**src/rtl/serial_addsub_unit.sv**
```systemverilog
// Multi-bit serial adder/subtractor.
// Operands are loaded in parallel on an accepted start and then processed
// LSB-first, DIGIT bits per clock, through a single carry flop. The result is
// returned in parallel together with the final carry, the signed overflow flag
// and a per-digit serial output stream.
module serial_addsub_unit #(
  parameter int WIDTH = 8,
  parameter int DIGIT = 1
) (
  input  logic             clk,
  input  logic             reset,
  input  logic             start,
  input  logic             sub,
  input  logic [WIDTH-1:0] a_in,
  input  logic [WIDTH-1:0] b_in,
  input  logic             cin,
  output logic             busy,
  output logic             done,
  output logic [WIDTH-1:0] sum_out,
  output logic             cout,
  output logic             ovf,
  output logic [DIGIT-1:0] sum_digit,
  output logic             sum_valid
);

  localparam int STEPS = WIDTH / DIGIT;
  localparam int CW    = (STEPS > 1) ? $clog2(STEPS) : 1;
  localparam logic [CW-1:0] LAST_CNT = CW'(STEPS - 1);

  typedef enum logic [1:0] {
    S_IDLE = 2'd0,
    S_RUN  = 2'd1,
    S_DONE = 2'd2
  } state_t;

  // One digit slice of the ripple: DIGIT-bit add with carry-in, carry in the MSB.
  function automatic logic [DIGIT:0] digit_add(input logic [DIGIT-1:0] x,
                                               input logic [DIGIT-1:0] y,
                                               input logic             c);
    digit_add = {1'b0, x} + {1'b0, y} + {{DIGIT{1'b0}}, c};
  endfunction

  state_t           state_q, state_d;
  logic [WIDTH-1:0] a_q, a_d;
  logic [WIDTH-1:0] b_q, b_d;
  logic             carry_q, carry_d;
  logic [CW-1:0]    cnt_q, cnt_d;
  logic [WIDTH-1:0] res_q, res_d;
  logic             amsb_q, amsb_d;
  logic             bmsb_q, bmsb_d;
  logic             busy_q, busy_d;
  logic             done_q, done_d;
  logic [WIDTH-1:0] sum_q, sum_d;
  logic             cout_q, cout_d;
  logic             ovf_q, ovf_d;
  logic [DIGIT-1:0] sdig_q, sdig_d;
  logic             sval_q, sval_d;

  logic [DIGIT:0]   dsum_s;
  logic [WIDTH-1:0] res_next_s;

  // Next-state and next-output computation for the load / run / done sequence.
  always_comb begin
    state_d = state_q;
    a_d     = a_q;
    b_d     = b_q;
    carry_d = carry_q;
    cnt_d   = cnt_q;
    res_d   = res_q;
    amsb_d  = amsb_q;
    bmsb_d  = bmsb_q;
    busy_d  = busy_q;
    done_d  = 1'b0;
    sum_d   = sum_q;
    cout_d  = cout_q;
    ovf_d   = ovf_q;
    sdig_d  = sdig_q;
    sval_d  = 1'b0;

    dsum_s     = digit_add(a_q[DIGIT-1:0], b_q[DIGIT-1:0], carry_q);
    // New digit enters at the MSB end so the word is aligned after STEPS shifts.
    res_next_s = (res_q >> DIGIT) | (WIDTH'(dsum_s[DIGIT-1:0]) << (WIDTH - DIGIT));

    case (state_q)
      S_IDLE, S_DONE: begin
        if (start) begin
          // Subtraction is a + ~b + ~cin, i.e. a - b - cin.
          a_d     = a_in;
          b_d     = sub ? ~b_in : b_in;
          carry_d = sub ? ~cin : cin;
          cnt_d   = '0;
          amsb_d  = a_in[WIDTH-1];
          bmsb_d  = sub ? ~b_in[WIDTH-1] : b_in[WIDTH-1];
          state_d = S_RUN;
          busy_d  = 1'b1;
        end else begin
          state_d = S_IDLE;
          busy_d  = 1'b0;
        end
      end
      S_RUN: begin
        a_d     = a_q >> DIGIT;
        b_d     = b_q >> DIGIT;
        carry_d = dsum_s[DIGIT];
        res_d   = res_next_s;
        sdig_d  = dsum_s[DIGIT-1:0];
        sval_d  = 1'b1;
        cnt_d   = cnt_q + CW'(1);
        if (cnt_q == LAST_CNT) begin
          state_d = S_DONE;
          busy_d  = 1'b0;
          done_d  = 1'b1;
          sum_d   = res_next_s;
          cout_d  = dsum_s[DIGIT];
          ovf_d   = (amsb_q == bmsb_q) && (res_next_s[WIDTH-1] != amsb_q);
        end else begin
          state_d = S_RUN;
        end
      end
      default: begin
        state_d = S_IDLE;
        busy_d  = 1'b0;
      end
    endcase
  end

  // State and output registers with synchronous reset.
  always_ff @(posedge clk) begin
    if (reset) begin
      state_q <= S_IDLE;
      a_q     <= '0;
      b_q     <= '0;
      carry_q <= 1'b0;
      cnt_q   <= '0;
      res_q   <= '0;
      amsb_q  <= 1'b0;
      bmsb_q  <= 1'b0;
      busy_q  <= 1'b0;
      done_q  <= 1'b0;
      sum_q   <= '0;
      cout_q  <= 1'b0;
      ovf_q   <= 1'b0;
      sdig_q  <= '0;
      sval_q  <= 1'b0;
    end else begin
      state_q <= state_d;
      a_q     <= a_d;
      b_q     <= b_d;
      carry_q <= carry_d;
      cnt_q   <= cnt_d;
      res_q   <= res_d;
      amsb_q  <= amsb_d;
      bmsb_q  <= bmsb_d;
      busy_q  <= busy_d;
      done_q  <= done_d;
      sum_q   <= sum_d;
      cout_q  <= cout_d;
      ovf_q   <= ovf_d;
      sdig_q  <= sdig_d;
      sval_q  <= sval_d;
    end
  end

  assign busy      = busy_q;
  assign done      = done_q;
  assign sum_out   = sum_q;
  assign cout      = cout_q;
  assign ovf       = ovf_q;
  assign sum_digit = sdig_q;
  assign sum_valid = sval_q;

endmodule
```
**config.mk**
```make
export PLATFORM = sky130hd
export DESIGN_NAME = serial_addsub_unit
export DESIGN_NICKNAME = d
export VERILOG_FILES = /design/src/rtl/serial_addsub_unit.sv
export SDC_FILE = /design/constraint.sdc
export NUM_CORES = 1
export LEC_CHECK = 0
export CAP_MARGIN = 20
export CORE_MARGIN = 1
export CORE_UTILIZATION = 55
export CTS_CLUSTER_DIAMETER = 40
export DETAILED_ROUTE_END_ITERATION = 8
export DONT_BUFFER_PORTS = 1
export MAX_ROUTING_LAYER = met4
export PLACE_DENSITY = 0.76
export SYNTH_ARGS = -nofsm -noshare
export SYNTH_HDL_FRONTEND = slang
export SYNTH_SLANG_ARGS = --single-unit
```
**constraint.sdc**
```tcl
create_clock -name clk -period 2.9 [get_ports clk]
set_clock_uncertainty 0.05 [all_clocks]
set_input_delay 0.58 -clock clk [delete_from_list [all_inputs] [get_ports clk]]
set_output_delay 0.58 -clock clk [all_outputs]
set_load 0.02 [all_outputs]
```
# Word level (Yosys, flattened, before mapping)
# Index checks and enable logic that the tools add are counted.
# W data, S select, Z words.
[word_totals]
register_bits = 46
latchBits = 0
ramBits = 0
rom_bits = 0
in_bits = 21
output_inout_bits = 14
mem_count = 0
[op_classes]
addsub = 3
multipliers = 0
div = 0
magnitude_cmp = 0
eq_ne = 7
shift = 0
mux = 19
bitwise = 5
n_reduce_logical = 8
[op_table]
columns = ["cell", "n"]
rows = [
  ["$pmux W8 S2", 2],
  ["$mux W8", 3],
  ["$mux W1", 8],
  ["$not A8 Y8", 1],
  ["$or A7 B8 Y8", 1],
  ["$pmux W3 S2", 1],
  ["$reduce_and A2 Y1", 3],
  ["$ne A2 B2 Y1 const B", 2],
  ["$pmux W1 S2", 2],
  ["$pmux W2 S2", 1],
  ["$reduce_or A2 Y1", 2],
  ["$add A3 B1 Y3 const B", 1],
  ["$eq A3 B3 Y1 const B", 1],
  ["$mux W3", 1],
  ["$not A1 Y1", 3],
  ["$add A1 B1 Y2", 1],
  ["$add A2 B1 Y2", 1],
  ["$eq A2 B1 Y1 const B", 1],
  ["$eq A2 B2 Y1 const B", 1],
  ["$logic_not A2 Y1", 1],
  ["$mux W2", 1],
  ["$reduce_bool A2 Y1", 1],
  ["$eq A1 B1 Y1", 1],
  ["$logic_and A1 B1 Y1", 1],
  ["$ne A1 B1 Y1", 1],
]

# Depth between registers and ports, before layout
# Gate-level depths: netlist of the first run.
[depth]
word_depth = 5
ltp_mapped = 6
depth_no_buf = 5

# Worst setup path after synthesis of the first run
# No wires, ideal clock.
[synth_path]
path_type = "register -> register"
start = "register a_q[0]"
end = "register ovf_q (netlist: ovf)"
arrival_ps = 1302
required_time_ps = 2729
slack_ps = 1428
path_stages_with_launch = 5
period_less_slack_ps = 1472
path_cell_list = "dfxtp_1 -> fa_1 -> and3b_1 -> nor3_1 -> nor3_2"
[synth_via]
elab_chain_cells = 5
[synth_rtl]
columns = ["element", "line_no", "text"]
rows = [
  ["start: declaration", "44", "logic [WIDTH-1:0] a_q, a_d;"],
  ["start signal: assignment", "131", "a_q <= '0;"],
  ["start signal: assignment", "147", "a_q <= a_d;"],
  ["$add A1 B1 Y2", "40", "digit_add = {1'b0, x} + {1'b0, y} + {{DIGIT{1'b0}}, c};"],
  ["$add A2 B1 Y2", "40", ""],
  ["net dsum_s[0]", "59", "logic [DIGIT:0] dsum_s;"],
  ["$or A7 B8 Y8", "82", "res_next_s = (res_q >> DIGIT) | (WIDTH'(dsum_s[DIGIT-1:0]) << (WIDTH - DIGIT));"],
  ["$ne A1 B1 Y1", "115", "ovf_d = (amsb_q == bmsb_q) && (res_next_s[WIDTH-1] != amsb_q);"],
  ["$logic_and A1 B1 Y1", "115", ""],
  ["end signal: assignment", "158", "ovf_q <= ovf_d;"],
  ["end: declaration", "55", "logic ovf_q, ovf_d;"],
]
# The timed path passes the listed nets, and every way through them passes these cells.
# A chain may end at the register's enable or synchronous reset.

# Worst setup path in the final report of the first run
[layout_path]
start = "register cnt_q[0]"
end = "register ovf_q (netlist: ovf)"
[layout_via]
elab_chain_cells = 2
[layout_rtl]
columns = ["element", "line_no", "text"]
rows = [
  ["start: declaration", "47", "logic [CW-1:0] cnt_q, cnt_d;"],
  ["start signal: assignment", "150", "cnt_q <= cnt_d;"],
  ["$eq A3 B3 Y1", "109", "if (cnt_q == LAST_CNT) begin"],
  ["$reduce_and A2 Y1 (no line)", "-", ""],
]
# Every way passes these cells.

==> results of run 1 <==
[final timing paths]
kind | slack, ps | to | cells past startpoint
max | 1070 | ovf | 6
min | 290 | sum_out[6] | 1
max reg2reg | 1070 | ovf | 6
min reg2reg | 410 | sum_out[0] | 2
[cells by family after synthesis]
| group | synth area share |
|---|---|
| fa+ha+maj | 0.02196 |
| simple gates | 0.1983 |
| xor+xnor | 0.03844 |
| mux | 0.004881 |
| compound gates | 0.2190 |
| buf+inv | 0.08785 |
| flops | 0.4295 |
[routing by layer]
| layer | up-vias | GRT usage | part of all wire |
|---|---|---|---|
| met5 | - | - | 0 |
| met4 | 0 | 0.1308 | 0.026 |
| met3 | 9 | 0.05072 | 0.046 |
| met2 | 36 | 0.3522 | 0.49 |
| met1 | 623 | 0.2304 | 0.44 |
| li1 | 681 | - | - |
[through the flow]
| step | cell area [um2] | worst slack [ps] | cells | hold slack [ps] |
|---|---|---|---|---|
| 6_report | 2051 | 1072 | 242 | 289.0 |
| 3_3_place_gp | 1958 | 1208 | 234 | 398.1 |
| 4_1_cts | 2051 | 1059 | 242 | 276.3 |
| 5_1_grt | 2051 | 888.9 | 242 | 276.9 |
| 2_1_floorplan | 2051 | 1428 | 204 | 389.0 |
| 3_5_place_dp | 1958 | 1074 | 234 | 404.3 |
[registers in the layout, summed over array words and instances, names as in the netlist, 2 cells and up]
register / cells
cnt_q: 3
a_q: 8
state_q: 2
sum_out: 8
b_q: 8
res_q: 7
[layout by cell type, fill, tap and decap left out]
cell type	instances
a21oi_1	18
a21oi_2	21
a22oi_1	4
a22oi_2	11
and3b_1	1
buf_4	4
clkbuf_8	6
clkinv_2	2
dfxtp_1	44
fa_1	1
ha_1	2
mux2i_1	1
nand2_1	28
nand2b_1	3
nand3_1	19
nand3_2	9
nand3b_1	1
nand3b_4	1
nor2_1	5
nor2b_1	1
nor2b_4	1
nor3_1	1
nor3_2	1
nor3b_1	1
o21a_1	1
xor2_1	9
[power breakdown]
| part | internal [uW] | switching (uW) | leakage [uW] |
|---|---|---|---|
| clock network | 190 | 201 | 0.0000510 |
| logic | 48.6 | 73.0 | 0.000282 |
| registers | 630 | 23.0 | 0.000358 |
[final cells by class]
cell class	instances	area, um2
clock buffer	6	82.58
clock inverter	2	10.01
fill	297	1391
multi-input combinational	140	989.7
sequential	44	880.8
tap	46	57.56
timing repair buffer	4	30.03
==> flow_summary.toml, run 1 <==
[timing]
rsz0062_at_grt = "false"
max_freq_mhz = 547.1
finalCritPeriodShare = 0.6303
slew-limit-headroom = 0.3610
fin_crit_ps = 1828
slew_violations = 0
fin_tns_setup_ps = 0
setup_viol = 0
hold_viol_final = 0
worst_pin_slew_ps = 958.5

[critical_path]
cp_max_fo = 12
slowest_delay_ps = 370
cp-start-kind = "flop"
crit_path_top_delay_cell = "nor3_1"
path_cells = "ha_1 > ha_1 > buf_4 > nand3b_1 > nor3_1 > nor3_2"
cp_top_family = "simple AND/OR/NAND/NOR gates"
cp.arrival_ps = 1970
worstSetupPathType = "flop to flop"
worst-path-buf-inv = 1
cp_common_cell = "ha_1"
required_ps = 3040
r2r_start = "cnt_q[0]"
crit_path_end_kind = "flop"
crit_start = "cnt_q[0]"

[drt]
wire_per_inst_um = 15.32
ant_nets = 0
drtIter0Drc = 87
vias = 1349
drt_pass1_iterations = 4
wirelength_um = 3708
drc = 0
vias_per_cell = 5.574

[die]
boundaryPins = 35
start_util = 0.5958
rows = 21
die_area_mm2 = 0.003977
fp.dieH_um = 63.06
chipWidth_um = 63.06
core_area_mm2 = 0.003442

[synth]
synth-seq-cells = 44
netlist_instances = 204
synth.most_common_cell = "dfxtp_1"
ys_warn_count = 0
synth-async-reset-ratio = 0
ys_top_cells_by_area = "dfxtp_1, a21oi_2, a22oi_2, nand2_1, nand3_1"
yosys.area.top_type_share = 0.4295
syn_nets = 228
synth_top_cell_by_area = "dfxtp_1"
synth_common_cells = "dfxtp_1, nand2_1, a21oi_2"
ys_types = 31
synthFlopType = "dfxtp_1"
synth_area_mm2 = 0.002051
synth_edf_count = 0
postSynthAreaPerCell_um2 = 10.05
yosysSeqAreaShare = 0.4295

[cts]
hold_buffers = 0
htreeDepth = 2
numCtsBuffers = 5
clockBufferDepth = 2
clock_latency_ps = 300
cts-root-buf = "clkbuf_8"
cts-resized-gates = 0
cts.sinks = 44
cts_tree = "yes"
post_cts_buffers = 0
clkTransAtPathRegs_ps = 80

[grt]
grt_pass1_wl_um = 6203
first_global_vias = 1368
grt_use_total = 0.2134
grt_overflow_total = 0
grt_start_max_net_pins = 45
antenna_found_initial = 0

[min_path]
hp-class = "input pin to flop"
hold_start = "reset"

[finish]
nNetsFinal = 219
utilization = 0.5958
n_antenna_cell = 0
syn_to_final_growth_pct = 0.0001463
layout-drive-gt1-share = 0.2857

[pwr]
p_total_uw = 1165
power.leakage_uw = 0.0006918
irDropWorstVdd_mv = 0.2632
power-per-cell-area_mw_per_mm2 = 568.0

[placed_design]
hpwl_um = 2517
io_buffer_count = 0
place.gp.congestion = 0.7529

[run]
drv_cap = 0

[outcome]
status = "complete, no violations"
Power figures use the tool's default switching activity.
==> run 2, diff against run 1 <==
- clock period: 2.9 -> 1.7 ns (I/O delays scaled with it)
==> flow_summary.toml, run 2 (synthesized netlist as in run 1, its figures left out) <==
[finish]
utilization = 0.6045
syn_to_final_growth_pct = 1.465
layout-drive-gt1-share = 0.2965
layout_common_cells = "dfxtp_1, nand2_1, a21oi_2"
n_antenna_cell = 0
nNetsFinal = 222
final_common_cell = "dfxtp_1"

[pwr]
power.leakage_uw = 0.0007057
irDropWorstVdd_mv = 0.4773
power-per-cell-area_mw_per_mm2 = 947.1

[critical_path]
cp.arrival_ps = 1710
required_ps = 1850
r2r_start = "a_q[0]"
worstSetupPathType = "flop to flop"
cp_max_fo = 4
cp-start-kind = "flop"
crit_start = "a_q[0]"
crit_path_end_kind = "flop"

[drt]
route.met2.wl_um = 1720
vias_per_cell = 5.706
routed.top_layer = "met4"
drtIter0Drc = 88
vias = 1398
wl_met1_um = 1614
ant_nets = 0
wirelength_um = 3564
route.met3.wl_um = 168
drt_pass1_iterations = 4
drc = 0
wire_per_inst_um = 14.55

[outcome]
status = "complete, no violations"

[die]
fp.dieH_um = 63.06
boundaryPins = 35
die_area_mm2 = 0.003977
start_util = 0.5958
chipWidth_um = 63.06
rows = 21
core_area_mm2 = 0.003442

[cts]
numCtsBuffers = 5
htreeDepth = 2
clockBufferDepth = 2
cts.sinks = 44
clkTransAtPathRegs_ps = 80
cts_tree = "yes"
hold_buffers = 0
cts-root-buf = "clkbuf_8"
post_cts_buffers = 0
clock_latency_ps = 300
cts-resized-gates = 0

[placed_design]
pre_cts_ws_ps = 130.2
hpwl_um = 2429
place.gp.congestion = 0.7263
io_buffer_count = 0

[min_path]
hp-class = "input pin to flop"
hold_start = "reset"

[grt]
first_global_vias = 1431
antenna_found_initial = 0
grt_pass1_wl_um = 6327
grt_overflow_total = 0
grt_use_total = 0.2101
grt_start_max_net_pins = 45

[timing]
slew_violations = 0
fin_crit_ps = 1562
slew-limit-headroom = 0.7791
setup_viol = 0
fin_tns_setup_ps = 0
hold_viol_final = 0
max_freq_mhz = 640.4
finalCritPeriodShare = 0.9185
whs_ps = 52.75
rsz0062_at_grt = "false"
setup_slack_ps = 138.5
worst_pin_slew_ps = 330.8

[run]
drv_cap = 0
run 2: cell types whose count changed in the layout (fill, tap and decap cells not counted):
cell      delta
clkbuf_8     -1
buf_12       +1
clkinv_4     +1
buf_4        +2
run 2: routing by layer:
metal | up-vias | track usage
li1 | 690 | -
met2 | 33 | 0.3522
met1 | 668 | 0.2323
met3 | 7 | 0.06159
met4 | 0 | 0.08430
met5 | - | -
run 2: final cells by class:
cell class,instances,area (um2)
clock buffers,5,68.82
clock inverters,3,18.77
fillers,299,1361
multi-input cells,140,989.7
flip-flops and latches,44,880.8
well taps,46,57.56
repair buffers,7,65.06
run 2: final timing paths:
kind	to	slack [ps]	depth (start not counted)
worst max register to register	ovf	140	4
worst max-delay path	ovf	140	4
worst min register to register	sum_out[0]	410	2
worst min-delay path	state_q[0]	50	1
run 2: worst max-delay path, stage by stage (launching register included):
cell and delay, ps:
dfxtp_1 340, fa_1 600, and3b_1 190, nor3_1 210, nor3_2 60
run 2: report_power, final:
| part | switching, uW | internal, uW | total (uW) |
|---|---|---|---|
| combinational | 124 | 92.3 | 216 |
| clock | 356 | 286 | 642 |
| sequential | 38.1 | 1070 | 1110 |
run 2: stage by stage:
stage | instance area, um2 | total power, uW | instances
6_report | 2081 | 1971 | 245
5_1_grt | 2081 | 2058 | 245
4_1_cts | 2081 | 1997 | 245
2_1_floorplan | 2051 | 1370 | 204
3_3_place_gp | 1993 | 1341 | 237
3_5_place_dp | 1993 | 1355 | 237
